--- src/rtl/cdc_fifo_arb_pkg.sv ---
// ============================================================================
// Module  : cdc_fifo_arb_pkg
// Brief   : Shared types, constants and width helper for the FIFO write arbiter.
// Revision: 1.0  initial release
// ============================================================================
`default_nettype none

package cdc_fifo_arb_pkg;

    typedef enum logic [0:0] {
        ARB_IDLE = 1'b0,
        ARB_LOCK = 1'b1
    } arb_state_e;

    localparam int STAT_WIDTH = 8;

    // Minimum of one bit so single-value ranges still yield a usable vector.
    function automatic int clog2(input int value);
        int r;
        r = 0;
        for (int i = 0; i < 32; i++) begin
            if ((1 << r) < value) r = r + 1;
        end
        return (r < 1) ? 1 : r;
    endfunction

endpackage

`default_nettype wire

--- src/rtl/rr_priority_picker.sv ---
// ============================================================================
// Module  : rr_priority_picker
// Brief   : Combinational round-robin pick: first valid index above rr_last.
// Revision: 1.0  initial release
// ============================================================================
`default_nettype none

module rr_priority_picker
    import cdc_fifo_arb_pkg::*;
#(
    parameter int NUM_REQ = 2
) (
    input  logic [NUM_REQ-1:0]        req_valid_i,
    input  logic [clog2(NUM_REQ)-1:0] rr_last_i,
    output logic [clog2(NUM_REQ)-1:0] pick_id_o,
    output logic                      any_valid_o
);

    localparam int IDW = clog2(NUM_REQ);
    localparam logic [IDW:0] NUM_REQ_W = (IDW+1)'(NUM_REQ);

    logic [IDW:0]   w_sum;
    logic [IDW-1:0] w_idx;
    logic           w_found;

    always_comb begin
        pick_id_o = '0;
        w_found   = 1'b0;
        w_sum     = '0;
        w_idx     = '0;
        for (int k = 1; k <= NUM_REQ; k++) begin
            w_sum = {1'b0, rr_last_i} + (IDW+1)'(k);
            if (w_sum >= NUM_REQ_W) w_sum = w_sum - NUM_REQ_W;
            w_idx = w_sum[IDW-1:0];
            if (!w_found && req_valid_i[w_idx]) begin
                w_found   = 1'b1;
                pick_id_o = w_idx;
            end
        end
    end

    assign any_valid_o = |req_valid_i;

endmodule

`default_nettype wire

--- src/rtl/cdc_fifo_write_arbiter.sv ---
// ============================================================================
// Module  : cdc_fifo_write_arbiter
// Brief   : Round-robin packet-locking arbiter for the CDC FIFO write port.
//           Optional per-requester beat counters: define FIFO_ARB_STATS_EN.
// Revision: 1.0  initial release
// ============================================================================
`default_nettype none

module cdc_fifo_write_arbiter
    import cdc_fifo_arb_pkg::*;
#(
    parameter int NUM_REQ    = 2,
    parameter int DATA_WIDTH = 4,
    parameter int MAX_BURST  = 8
) (
    input  logic                          clk,
    input  logic                          rst_n,
    input  logic [NUM_REQ-1:0]            req_valid,
    input  logic [NUM_REQ-1:0]            req_last,
    input  logic [NUM_REQ*DATA_WIDTH-1:0] req_data,
    output logic [NUM_REQ-1:0]            req_ready,
    input  logic                          fifo_full,
    output logic [DATA_WIDTH-1:0]         fifo_write_data,
    output logic                          fifo_write_increment,
    output logic [clog2(NUM_REQ)-1:0]     grant_id,
    output logic                          busy,
    output logic [NUM_REQ*8-1:0]          stat_beats
);

    localparam int IDW = clog2(NUM_REQ);
    localparam int BCW = clog2(MAX_BURST + 1);
    localparam logic [BCW-1:0] BURST_LAST = BCW'(MAX_BURST - 1);

    arb_state_e      state_q, state_d;
    logic [IDW-1:0]  grant_q, grant_d;
    logic [IDW-1:0]  rr_last_q, rr_last_d;
    logic [BCW-1:0]  beat_cnt_q, beat_cnt_d;

    logic [IDW-1:0]        w_pick;
    logic                  w_any_valid;
    logic                  w_g_valid;
    logic                  w_g_last;
    logic [DATA_WIDTH-1:0] w_g_data;
    logic                  w_accept;

    rr_priority_picker #(
        .NUM_REQ (NUM_REQ)
    ) u_picker (
        .req_valid_i (req_valid),
        .rr_last_i   (rr_last_q),
        .pick_id_o   (w_pick),
        .any_valid_o (w_any_valid)
    );

    always_comb begin
        w_g_valid = 1'b0;
        w_g_last  = 1'b0;
        w_g_data  = '0;
        for (int i = 0; i < NUM_REQ; i++) begin
            if (grant_q == IDW'(i)) begin
                w_g_valid = req_valid[i];
                w_g_last  = req_last[i];
                w_g_data  = req_data[i*DATA_WIDTH +: DATA_WIDTH];
            end
        end
    end

    assign busy                 = (state_q == ARB_LOCK);
    assign w_accept             = busy & w_g_valid & ~fifo_full;
    assign fifo_write_increment = w_accept;
    assign fifo_write_data      = busy ? w_g_data : '0;
    assign grant_id             = grant_q;

    always_comb begin
        req_ready = '0;
        for (int i = 0; i < NUM_REQ; i++) begin
            req_ready[i] = busy & (grant_q == IDW'(i)) & ~fifo_full;
        end
    end

    always_comb begin
        state_d    = state_q;
        grant_d    = grant_q;
        rr_last_d  = rr_last_q;
        beat_cnt_d = beat_cnt_q;
        case (state_q)
            ARB_IDLE: begin
                if (w_any_valid) begin
                    grant_d    = w_pick;
                    beat_cnt_d = '0;
                    state_d    = ARB_LOCK;
                end
            end
            ARB_LOCK: begin
                if (w_accept) begin
                    beat_cnt_d = beat_cnt_q + 1'b1;
                    // Cap release is silent: the same requester must re-arbitrate.
                    if (w_g_last || (beat_cnt_q == BURST_LAST)) begin
                        state_d   = ARB_IDLE;
                        rr_last_d = grant_q;
                    end
                end
            end
            default: state_d = ARB_IDLE;
        endcase
    end

    always_ff @(posedge clk) begin
        if (!rst_n) begin
            state_q    <= ARB_IDLE;
            grant_q    <= '0;
            rr_last_q  <= IDW'(NUM_REQ - 1);
            beat_cnt_q <= '0;
        end else begin
            state_q    <= state_d;
            grant_q    <= grant_d;
            rr_last_q  <= rr_last_d;
            beat_cnt_q <= beat_cnt_d;
        end
    end

`ifdef FIFO_ARB_STATS_EN
    generate
        for (genvar gi = 0; gi < NUM_REQ; gi++) begin : g_stats
            logic [STAT_WIDTH-1:0] stat_q;
            always_ff @(posedge clk) begin
                if (!rst_n) begin
                    stat_q <= '0;
                end else if (req_valid[gi] && req_ready[gi] && (stat_q != '1)) begin
                    stat_q <= stat_q + 1'b1;
                end
            end
            assign stat_beats[gi*STAT_WIDTH +: STAT_WIDTH] = stat_q;
        end
    endgenerate
`else
    assign stat_beats = '0;
`endif

endmodule

`default_nettype wire
--- config.mk ---
export PLATFORM = sky130hd
export DESIGN_NAME = cdc_fifo_write_arbiter
export DESIGN_NICKNAME = d
export VERILOG_FILES = /design/src/rtl/cdc_fifo_arb_pkg.sv /design/src/rtl/rr_priority_picker.sv /design/src/rtl/cdc_fifo_write_arbiter.sv
export SDC_FILE = /design/constraint.sdc
export NUM_CORES = 1
export LEC_CHECK = 0
export CORE_MARGIN = 3
export CORE_UTILIZATION = 37
export CTS_CLUSTER_DIAMETER = 40
export DETAILED_ROUTE_END_ITERATION = 8
export PLACE_DENSITY = 0.82
export SYNTH_ARGS = -nofsm -noshare
export SYNTH_HDL_FRONTEND = slang
export SYNTH_SLANG_ARGS = --single-unit
--- constraint.sdc ---
create_clock -name clk -period 2 [get_ports clk]
set_input_delay 0.4 -clock clk [delete_from_list [all_inputs] [get_ports clk]]
set_output_delay 0.4 -clock clk [all_outputs]
set_load 0.01 [all_outputs]
==> results.py <==
metrics = {
    "die": {
        "rows": 13,
        "dieArea_mm2": 0.00216,
        "io_pins": 40,
        "core_area_mm2": 0.00142,
        "start_util_pct": 42.9,
        "die_h_um": 46.5,
        "die_x_um": 46.5,
    },
    "timing": {
        "period_share_pct": 92.9,
        "whs_ns": 0.480,
        "fmax_mhz": 538,
        "grt_setup_unrepaired": "false",
        "fin_skew_ns": 0.00221,
        "drv_slew": 0,
        "setup_viol": 0,
        "finalHoldViolCount": 0,
        "period_minus_slack_ns": 1.86,
        "setup_ws_ns": 0.142,
    },
    "synthesis": {
        "syn_area_um2": 607,
        "ys_ff_latch": 7,
        "async_reset_ff_share_pct": 0,
        "synth_cell_types": 29,
        "synth_top_cell_by_area": "dfxtp_1",
        "synthTopCellsByArea": "dfxtp_1 (23%), buf_4 (20%), mux2i_1 (9.9%), nor2b_1 (4.1%), a21boi_0 (2.5%)",
        "synth_ff_type": "dfxtp_1",
        "seq_area_frac_synth_pct": 23.1,
        "ys_top_cells_by_count": "buf_4 (16), dfxtp_1 (7), mux2i_1 (6)",
        "ys_warn_count": 0,
        "synth_edf_count": 0,
        "synth_top_area_share_pct": 23.1,
        "synth_area_per_cell_um2": 8.55,
        "synth.most_common_cell": "buf_4",
        "syn_inst": 71,
    },
    "clock_tree": {
        "insertion_delay_ns": 0.26,
        "cts_num_sinks": 7,
        "post_cts_buffers": 0,
        "clockBufferDepth": 2,
        "root_buffer": "clkbuf_4",
        "cts_made_buffers": 3,
        "tritoncts": "built",
        "clk_pin_slew_ns": 0.05,
        "ctsHoldBuffers": 0,
        "h-tree-depth": 1,
    },
    "final_layout": {
        "final_util_pct": 61.8,
        "syn_to_final_growth_pct": 44.1,
        "antenna-diode-count": 0,
        "drive_above_1_share_pct": 15.5,
        "nets": 120,
        "final_cells": 118,
        "fin_area_um2": 875,
    },
    "detailed_routing": {
        "drtIter0Drc": 11,
        "first_pass_iters": 4,
        "ant_nets": 0,
        "viasPerCell": 4.67,
        "routedWlPerCell_um": 12.1,
        "drt-total-wl_um": 1430,
        "drcViolationCount": 0,
        "route.vias.total": 551,
    },
    "min_path": {
        "hold_path_class": "flip-flop to flip-flop",
    },
    "critical_path": {
        "critPathArrivalTime_ns": 1.46,
        "required_ns": 1.60,
        "crit_fanout": 5,
        "end_kind": "output pin",
        "critPathLaunchType": "input pin",
        "path_class": "input pin to output pin",
    },
    "grt": {
        "gr-usage-all-layers_pct": 15.2,
        "overflow": 0,
        "grt_pass1_wl_um": 2280,
        "grt_pass1_vias": 558,
        "grt_antenna_before_repair": 0,
        "grt_max_degree": 13,
    },
    "power": {
        "p_per_area_mw_per_mm2": 477,
        "max-vdd-ir-drop_mv": 0.390,
        "p_leak_nw": 0.439,
    },
    "placement": {
        "dp_hpwl_um": 1080,
        "gp_congestion": 0.834,
        "dp_cells": 114,
        "post_dp_cell_area_um2": 837,
        "portBuffers": 23,
        "pre_cts_slack_ns": -0.190,
    },
    "run": {
        "max-cap-violations": 0,
    },
    "outcome": {
        "run_status": "complete, no violations",
    },
}
-- registers in the layout, indices dropped and copies added, names as in the netlist --
| register | cells |
|---|---|
| busy | 1 |
| grant_id | 1 |
| beat_cnt_q | 4 |
| rr_last_q | 1 |
-- final cells by class --
type | instances | area [µm²]
Inverter | 2 | 7.51
Sequential cell | 7 | 140
Fill cell | 134 | 541
Tap cell | 15 | 18.8
Timing Repair Buffer | 31 | 297
Clock buffer | 4 | 26.3
Multi-Input combinational cell | 59 | 385
-- report_power, final --
part / leakage (nW) / switching [mW] / total, mW / internal (mW)
Sequential: 0.0571 / 0.00330 / 0.148 / 0.144
Clock: 0.0150 / 0.0592 / 0.136 / 0.0766
Combinational: 0.367 / 0.0630 / 0.134 / 0.0712
-- cell families (layout without fill, tap and decap cells) --
family	count (synthesis)	after routing	share of synthesized area (%)
AO/OA/AOI/OAI	13	13	15.9
XOR/XNOR	1	1	1.44
adder cells (fa/ha/maj)	1	1	2.06
buffers and inverters	20	37	23.5
flip-flops	7	7	23.1
multiplexers	7	7	12.2
other	1	16	0.618
AND/OR/NAND/NOR	21	21	21.2
-- worst paths after layout --
path | start | to | slack (ns) | depth (start not counted)
hold / removal | rr_last_q$_SDFFE_PN1P_ | rr_last_q$_SDFFE_PN1P_ | 0.48 | 2
setup reg to reg | grant_id$_SDFFE_PN0P_ | rr_last_q$_SDFFE_PN1P_ | 0.62 | 6
setup / recovery | fifo_full | fifo_write_increment | 0.14 | 4
hold reg to reg | rr_last_q$_SDFFE_PN1P_ | rr_last_q$_SDFFE_PN1P_ | 0.48 | 2
-- routing by layer --
layer	up-vias	part of all wire (%)	global-route usage, %
met5	-	0	0
met4	0	1.0	6.82
met3	2	7.9	5.86
met2	27	51	25.0
met1	245	40	17.1
li1	277	-	-
-- critical path, cell delays in order --
cell and delay, ns:
clkdlybuf4s50_1 0.41, nand2b_2 0.23, nor2_2 0.14, dlygate4sd2_1 0.27
-- placed cells by master (no fill, tap or decap), types with 2 or more instances in the layout --
cell type        instances
inv_1                    2
nor2_1                   3
dfxtp_1                  7
and2_1                   2
nor2b_1                  4
a21boi_0                 2
clkdlybuf4s50_1         16
dlygate4sd2_1            3
mux2i_1                  6
o31ai_1                  2
dlymetal6s2s_1           4
conb_1                  16
o21ai_0                  2
buf_4                    8
nand2_1                  3
nand3b_1                 2
o211ai_1                 2
clkbuf_4                 3
-- repair_timing --
| item | CTS | global route |
|---|---|---|
| resized for setup | 5 | 4 |
| pin swaps | 0 | 0 |
| cloned | 0 | 0 |
| endpoints found under the hold margin | 0 | 0 |
| setup endpoints to repair | 3 | 4 |
-- metrics by stage --
step                      total power [mW]  setup TNS, ns
final                                0.417              0
after floorplan                      0.234              0
after global routing                 0.446              0
after detailed placement             0.285         -0.398
after CTS                            0.423              0
after global placement               0.283         -0.355
(Power assumes the default switching activity.)
